### config.mk
export PLATFORM = sky130hd
export DESIGN_NAME = neuron_mac
export DESIGN_NICKNAME = d
export VERILOG_FILES = /design/src/rtl/neuron_pkg.sv /design/src/rtl/q_shift_sat.sv /design/src/rtl/neuron_mac.sv
export SDC_FILE = /design/constraint.sdc
export NUM_CORES = 1
export LEC_CHECK = 0
export CORE_MARGIN = 5
export CORE_UTILIZATION = 57
export DETAILED_ROUTE_END_ITERATION = 8
export PLACE_DENSITY = 0.8
export SYNTH_ARGS = -nofsm -noshare
export SYNTH_HDL_FRONTEND = slang
export SYNTH_SLANG_ARGS = --single-unit
### constraint.sdc
create_clock -name clk -period 7.9 [get_ports clk]
set_input_delay 0.79 -clock clk [delete_from_list [all_inputs] [get_ports clk]]
set_output_delay 0.79 -clock clk [all_outputs]
set_load 0.01 [all_outputs]
### src/rtl/neuron_pkg.sv
// +----------------------------------------------------------------------+
// | Module  : neuron_pkg                                                 |
// | Brief   : Q4.12 constants and MAC state encoding shared by the       |
// |           neuron datapath (MAC and sigmoid stages).                  |
// | Revision: 1.0                                                        |
// +----------------------------------------------------------------------+
`default_nettype none

package neuron_pkg;

  localparam int          DATA_W    = 16;
  localparam int          FRAC_BITS = 12;
  localparam logic [15:0] Q_ONE     = 16'h1000;
  localparam logic [15:0] Q_MAX     = 16'h7FFF;
  localparam logic [15:0] Q_MIN     = 16'h8000;

  typedef enum logic [0:0] {
    ACCUM = 1'b0,
    HOLD  = 1'b1
  } state_t;

endpackage

`default_nettype wire

### src/rtl/q_shift_sat.sv
// +----------------------------------------------------------------------+
// | Module  : q_shift_sat                                                |
// | Brief   : Floors a Q.24 accumulator to Q4.12; clamps when            |
// |           NEURON_MAC_SAT_EN is defined, otherwise truncates.         |
// | Revision: 1.0                                                        |
// +----------------------------------------------------------------------+
`default_nettype none

module q_shift_sat
  import neuron_pkg::*;
#(
  parameter int ACC_W = 40
) (
  input  logic signed [ACC_W-1:0]  acc_in,
  output logic        [DATA_W-1:0] q_out,
  output logic                     sat_out
);

  logic signed [ACC_W-1:0] w_shifted;

  // Arithmetic shift rounds toward negative infinity.
  assign w_shifted = acc_in >>> FRAC_BITS;

`ifdef NEURON_MAC_SAT_EN
  localparam logic signed [ACC_W-1:0] c_hi = {{(ACC_W-DATA_W){1'b0}}, Q_MAX};
  localparam logic signed [ACC_W-1:0] c_lo = {{(ACC_W-DATA_W){1'b1}}, Q_MIN};

  always_comb begin
    q_out   = w_shifted[DATA_W-1:0];
    sat_out = 1'b0;
    if (w_shifted > c_hi) begin
      q_out   = Q_MAX;
      sat_out = 1'b1;
    end else if (w_shifted < c_lo) begin
      q_out   = Q_MIN;
      sat_out = 1'b1;
    end
  end
`else
  logic w_unused_hi;

  assign w_unused_hi = ^w_shifted[ACC_W-1:DATA_W];
  assign q_out       = w_shifted[DATA_W-1:0];
  assign sat_out     = 1'b0;
`endif

endmodule

`default_nettype wire

### src/rtl/neuron_mac.sv
// +----------------------------------------------------------------------+
// | Module  : neuron_mac                                                 |
// | Brief   : Streaming Q4.12 multiply-accumulate with bias; holds one   |
// |           result until accepted. Option macro: NEURON_MAC_SAT_EN.    |
// | Revision: 1.0                                                        |
// +----------------------------------------------------------------------+
`default_nettype none

module neuron_mac
  import neuron_pkg::*;
#(
  parameter int ACC_W = 40,
  parameter int CNT_W = 8
) (
  input  logic              clk,
  input  logic              rst,
  input  logic              in_valid,
  output logic              in_ready,
  input  logic [15:0]       in_x,
  input  logic [15:0]       in_w,
  input  logic              in_last,
  input  logic [15:0]       bias,
  output logic              out_valid,
  input  logic              out_ready,
  output logic [15:0]       out_data,
  output logic [CNT_W-1:0]  out_count,
  output logic              out_sat
);

  state_t                  r_state;
  logic signed [ACC_W-1:0] r_acc;
  logic [CNT_W-1:0]        r_cnt;
  logic                    r_out_valid;
  logic [15:0]             r_out_data;
  logic [CNT_W-1:0]        r_out_count;
  logic                    r_out_sat;

  logic signed [31:0]      w_prod;
  logic signed [ACC_W-1:0] w_prod_ext;
  logic signed [ACC_W-1:0] w_bias_ext;
  logic signed [ACC_W-1:0] w_acc_sum;
  logic signed [ACC_W-1:0] w_acc_total;
  logic [CNT_W-1:0]        w_cnt_inc;
  logic [DATA_W-1:0]       w_q;
  logic                    w_sat;
  logic                    w_accept;

  assign w_prod      = $signed(in_x) * $signed(in_w);
  assign w_prod_ext  = {{(ACC_W-32){w_prod[31]}}, w_prod};
  // Bias is Q4.12; moving it up 12 bits aligns it with the Q.24 products.
  assign w_bias_ext  = {{(ACC_W-DATA_W-FRAC_BITS){bias[15]}}, bias, {FRAC_BITS{1'b0}}};
  assign w_acc_sum   = r_acc + w_prod_ext;
  assign w_acc_total = w_acc_sum + w_bias_ext;
  assign w_cnt_inc   = r_cnt + CNT_W'(1);
  assign w_accept    = in_valid && (r_state == ACCUM);

  q_shift_sat #(
    .ACC_W (ACC_W)
  ) u_q_shift_sat (
    .acc_in  (w_acc_total),
    .q_out   (w_q),
    .sat_out (w_sat)
  );

  always_ff @(posedge clk) begin
    if (rst) begin
      r_state     <= ACCUM;
      r_acc       <= '0;
      r_cnt       <= '0;
      r_out_valid <= 1'b0;
      r_out_data  <= '0;
      r_out_count <= '0;
      r_out_sat   <= 1'b0;
    end else begin
      case (r_state)
        ACCUM: begin
          if (w_accept) begin
            r_acc <= w_acc_sum;
            r_cnt <= w_cnt_inc;
            if (in_last) begin
              r_out_data  <= w_q;
              r_out_sat   <= w_sat;
              r_out_count <= w_cnt_inc;
              r_out_valid <= 1'b1;
              r_state     <= HOLD;
            end
          end
        end
        HOLD: begin
          if (out_ready) begin
            r_acc       <= '0;
            r_cnt       <= '0;
            r_out_valid <= 1'b0;
            r_state     <= ACCUM;
          end
        end
        default: r_state <= ACCUM;
      endcase
    end
  end

  assign in_ready  = (r_state == ACCUM);
  assign out_valid = r_out_valid;
  assign out_data  = r_out_data;
  assign out_count = r_out_count;
  assign out_sat   = r_out_sat;

endmodule

`default_nettype wire

==> results of run 1 <==
## logic make-up after synthesis
family	after synthesis	share of synthesized area (%)
AO/OA/AOI/OAI	153	8.37
other	1	0.0295
adder cells (fa/ha/maj)	362	50.8
flip-flops	62	9.76
AND/OR/NAND/NOR	400	15.1
XOR/XNOR	65	4.54
buffers and inverters	385	11.4
## repair_timing
item,CTS,global route
resized for setup,11,53
pin swaps,0,55
gates cloned,0,5
buffers inserted,0,15
setup endpoints to repair,3,8
## critical path, delay by kind of cell
family	cells	cell delay (ns)
and+or+nand+nor	4	0.44
xor gates and xnor gates	3	0.56
AOI/OAI and AO/OA	8	1.36
adders and majority gates	8	3.47
buffers and inverters	9	1.30
## area by class of cell
type	count	area, um2
Sequential cell	62	1240
Clock inverter	4	72.6
Tap cell	280	350
Timing Repair Buffer	236	2110
Fill cell	1571	6400
Clock buffer	11	233
Inverter	334	1250
Multi-Input combinational cell	981	10200
## layout by cell type (no fill, tap or decap), drive strengths merged, types with 12 or more instances in the layout
cell type,Yosys,routed
dfxtp,62,62
clkdlybuf4s50,0,57
buf,1,157
and2,128,128
fa,256,256
a21oi,46,46
nand2,158,158
xnor2,54,54
a22oi,27,27
a21o,12,12
a211oi,15,15
clkbuf,50,14
ha,106,106
inv,334,334
o21ai,20,20
nor2,68,68
## state kept, by name, summed over array words and instances (netlist names)
signal	flops
r_acc	28
r_state	1
out_data	16
out_valid	1
r_cnt	8
out_count	8
## worst max-delay path by stage
stage,slack [ns],end
after global routing,-0.15,out_data[15]
after global placement,-0.33,out_data[14]
final,0.12,out_data[15]
after CTS,0.02,out_data[14]
after detailed placement,-0.47,out_data[14]
after floorplan,0.19,out_data[14]
## metal layers
layer	up-vias	wire length (um)	track usage [%]
met4	0	1430	8.92
met3	105	1400	4.17
met1	5154	12000	29.4
met2	263	17200	45.2
li1	4679	-	-
met5	-	0	0
## per-stage QoR
| stage | setup slack [ns] | instance area, um2 | util [%] | TNS (ns) | instances |
|---|---|---|---|---|---|
| CTS | 0.0240 | 15100 | 68.9 | 0 | 1888 |
| detailed placement | -0.469 | 14800 | 67.5 | -1.48 | 1873 |
| global route | -0.151 | 15500 | 70.8 | -0.415 | 1908 |
| global placement | -0.327 | 14800 | 67.5 | -0.823 | 1873 |
| finish | 0.121 | 15500 | 70.8 | 0 | 1908 |
| floorplan | 0.187 | 12700 | - | 0 | 1428 |
==> impl_metrics.tcl, run 1 <==
set metrics [dict create \
    setup-violations-final 0 \
    skew_ns 0.00732 \
    async_reset_ff_share_pct 0 \
    grt_pass1_vias 11200 \
    min_period_ns 7.78 \
    first_iter_violations 569 \
    rows 54 \
    yosysTopAreaCell "fa_1" \
    worstPathArrival_ns 7.95 \
    holdBufCountCts 0 \
    cp_data_required_time_ns 8.07 \
    htreeDepth 3 \
    clk_pin_slew_ns 0.05 \
    ys_types 51 \
    insertion_delay_ns 0.34 \
    ff2ff_path_depth 28 \
    status "finished clean" \
    clkSinkCount 62 \
    whs_path_depth 2 \
    synth_top_area_share_pct 40.3 \
    antenna_found_initial 0 \
    die_y_um 159 \
    dp_hpwl_mm 25.9 \
    yosysMostFrequentCell "inv_1" \
    numPortBuffers 78 \
    holdPathEnd "out_valid" \
    diodes 0 \
    die_w_um 159 \
    yosysSeqAreaShare_pct 9.76 \
    drive_above_1_share_pct 13.7 \
    detail_route.wl_per_cell_um 16.8 \
    fin_crit_sh_pct 98.5 \
    min_from "out_valid" \
    synth_common_cells "inv_1 (334), fa_1 (256), nand2_1 (158), and2_1 (128), ha_1 (106)" \
    grt_pass1_wl_mm 52.5 \
    holdWs_ns 0.453 \
    num_vias 10200 \
    drv_cap 0 \
    dieArea_um2 25400 \
    cp-start-kind "input port" \
    firstDrtPassIters 5 \
    grt_max_degree 62 \
    synth_cells 1428 \
    synth_edf_count 0 \
    cp_slowest_cell "fa_1" \
    slew_headroom_pct 30.7 \
    fmax_mhz 129 \
    gp_congestion 0.895 \
    worst-setup-path-type "in2reg" \
    slowest_delay_ns 0.54 \
    nets 2039 \
    detail-route-antenna-nets 0 \
    gr-usage-all-layers_pct 24.8 \
    crit_path_max_fanout 16 \
    synth_ff_type "dfxtp_1" \
    wl_mm 32.0 \
    viasPerCell 5.35 \
    yosys_warnings 0 \
    hold_viol 0 \
    cp-end-kind "register" \
    worst_pin_slew_ns 1.04 \
    syn_avg_cell_area_um2 8.90 \
    ios 80 \
    cts_buffers 9 \
    clock_path_buffers 2 \
    startpoint "in_x[3]" \
    reg2reg_from "r_acc[15]" \
    cts_tree "yes" \
    start_util_pct 58.1 \
    core-area_um2 21900 \
    clockRootBuffer "clkbuf_16" \
    drc 0 \
    holdCritPathClass "reg2reg" \
    reg2reg_slack_ns 1.40 \
    syn_nets 1843 \
    r2r_end "out_data[15]" \
    syn-cell-area_um2 12700 \
    ys_ff_latch 62 \
    crit_top_cell "fa_1" \
    gr-total-overflow 0 \
    slew_violations 0 \
    syn_to_final_growth_pct 21.9 \
    synthTopCellsByArea "fa_1 (40%), ha_1 (10%), inv_1 (9.9%)" \
]
Power of run 1 is not shown: default switching activity piles up to over one toggle a cycle in this logic, so the estimate is an artifact.
==> run 2: changes to the inputs <==
--- a/config.mk
+++ b/config.mk
@@ -9,6 +9,7 @@
 export CORE_UTILIZATION = 57
 export DETAILED_ROUTE_END_ITERATION = 8
 export PLACE_DENSITY = 0.8
+export REMOVE_ABC_BUFFERS = 1
 export SYNTH_ARGS = -nofsm -noshare
 export SYNTH_HDL_FRONTEND = slang
 export SYNTH_SLANG_ARGS = --single-unit
==> run 2 against run 1 <==
Effect of this change:
- sequential share of layout area down 0.18 points
- register-to-register slack better by 0.07 ns
- clock skew down 0.0027 ns
- global-route usage up 0.84 points
- die area unchanged
- non-clock buffer count up 20
- largest cell class unchanged
==> impl_metrics.tcl, run 2 (synthesized netlist as in run 1, its figures left out) <==
set metrics [dict create \
    crit_path_end "out_data[15]" \
    crit_path_max_fanout 5 \
    wl_mm 35.0 \
    drive_above_1_share_pct 16.1 \
    cp-start-kind "input port" \
    nets 2059 \
    ff2ff_path_depth 27 \
    die_w_um 159 \
    hold_viol 0 \
    holdBufCountCts 0 \
    gp_congestion 0.921 \
    htreeDepth 3 \
    clkSinkCount 62 \
    setup-violations-final 0 \
    reg2reg_slack_ns 1.47 \
    firstDrtPassIters 5 \
    slew_violations 0 \
    antenna_found_initial 1 \
    startpoint "in_x[1]" \
    gr-usage-all-layers_pct 25.6 \
    grt_pass1_vias 11300 \
    slowest_delay_ns 0.55 \
    detail-route-antenna-nets 0 \
    postLayoutCoreUtil_pct 72.4 \
    fmax_mhz 129 \
    clock_path_buffers 2 \
    rows 54 \
    status "finished clean" \
    first_iter_violations 854 \
    dieArea_um2 25400 \
    core-area_um2 21900 \
    drv_cap 0 \
    cts_buffers 9 \
    clk_pin_slew_ns 0.05 \
    cp-end-kind "register" \
    skew_ns 0.00463 \
    viasPerCell 5.51 \
    multi_input_area_um2 10300 \
    ios 80 \
    numPortBuffers 78 \
    final_cell_mix "inv_1 (333), fa_1 (249), nand2_1 (156), buf_4 (153), and2_1 (128)" \
    grt_max_degree 62 \
    drc 0 \
    num_vias 10600 \
    cp_slowest_cell "fa_1" \
    finalWorstSetupSlack_ns 0.137 \
    min_period_ns 7.76 \
    grt_pass1_wl_mm 54.1 \
    largest_reg_flops 28 \
    insertion_delay_ns 0.34 \
    worstPathArrival_ns 7.94 \
    detail_route.wl_per_cell_um 18.1 \
    worst-setup-path-type "in2reg" \
    diodes 0 \
    start_util_pct 58.1 \
    clockRootBuffer "clkbuf_16" \
    holdCritPathClass "reg2reg" \
    ff_latch_area_um2 1240 \
    gr-total-overflow 0 \
    cts_tree "yes" \
    dp_hpwl_mm 26.7 \
    r2r_end "out_data[15]" \
    worst_pin_slew_ns 1.06 \
    rsz0062_at_grt "true" \
    final_common_cell "inv_1" \
    crit_top_cell "fa_1" \
    slew_headroom_pct 29.3 \
    fin_crit_sh_pct 98.3 \
    syn_to_final_growth_pct 24.6 \
    die_y_um 159 \
    reg2reg_from "r_acc[9]" \
    fillers 1517 \
    largest_register "r_acc" \
    cp_data_required_time_ns 8.08 \
    dp_slack_ns -0.434 \
]
==> run 2: worst max-delay path, delay by kind of cell <==
kind	cells	cell delay [ns]
adder cells (fa/ha/maj)	8	3.28
AO/OA/AOI/OAI	9	1.78
buffers and inverters	7	1.11
AND/OR/NAND/NOR	3	0.53
XOR/XNOR	3	0.46
==> run 2: cell type report <==
class	count	area share [%]
Multi-Input combinational cell	981	65.2
Inverter	334	7.91
Timing Repair Buffer	256	15.1
Tap cell	280	2.21
Sequential cell	62	7.84
Clock buffer	9	1.42
Clock inverter	7	0.316
==> run 2: worst min path at each step <==
stage	to	depth (start not counted)	startpoint
floorplan	r_acc[16]	1	r_acc[16]
global placement	out_data[7]	2	out_data[7]
detailed placement	out_data[6]	2	out_data[6]
CTS	out_data[6]	2	out_data[6]
global route	out_data[13]	2	out_data[13]
finish	out_data[6]	2	out_data[6]
==> run 2: what timing repair did <==
| action | CTS | global route |
|---|---|---|
| setup endpoints to repair | 3 | 9 |
| gates resized for setup | 7 | 85 |
| endpoints found under the hold margin | 0 | 0 |
| pin swaps | 2 | 55 |
| gates cloned | 0 | 5 |
| buffers inserted | 1 | 22 |
==> run 2: stage by stage <==
step	cells	area [um2]	hold slack [ns]	setup TNS, ns
2_1_floorplan	1377	12500	0.456	0
3_3_place_gp	1885	14900	0.439	-0.965
3_5_place_dp	1885	14900	0.448	-1.49
4_1_cts	1902	15200	0.454	0
5_1_grt	1929	15800	0.480	-0.180
6_report	1929	15800	0.456	0
==> run 2: layer usage <==
metal	up-vias	global-route usage, %	wire [um]
li1	4733	-	-
met5	-	0	28
met4	2	7.91	1370
met3	119	5.80	2330
met1	5330	32.5	13300
met2	437	43.9	18000
Power of run 2 is left out for the same reason.
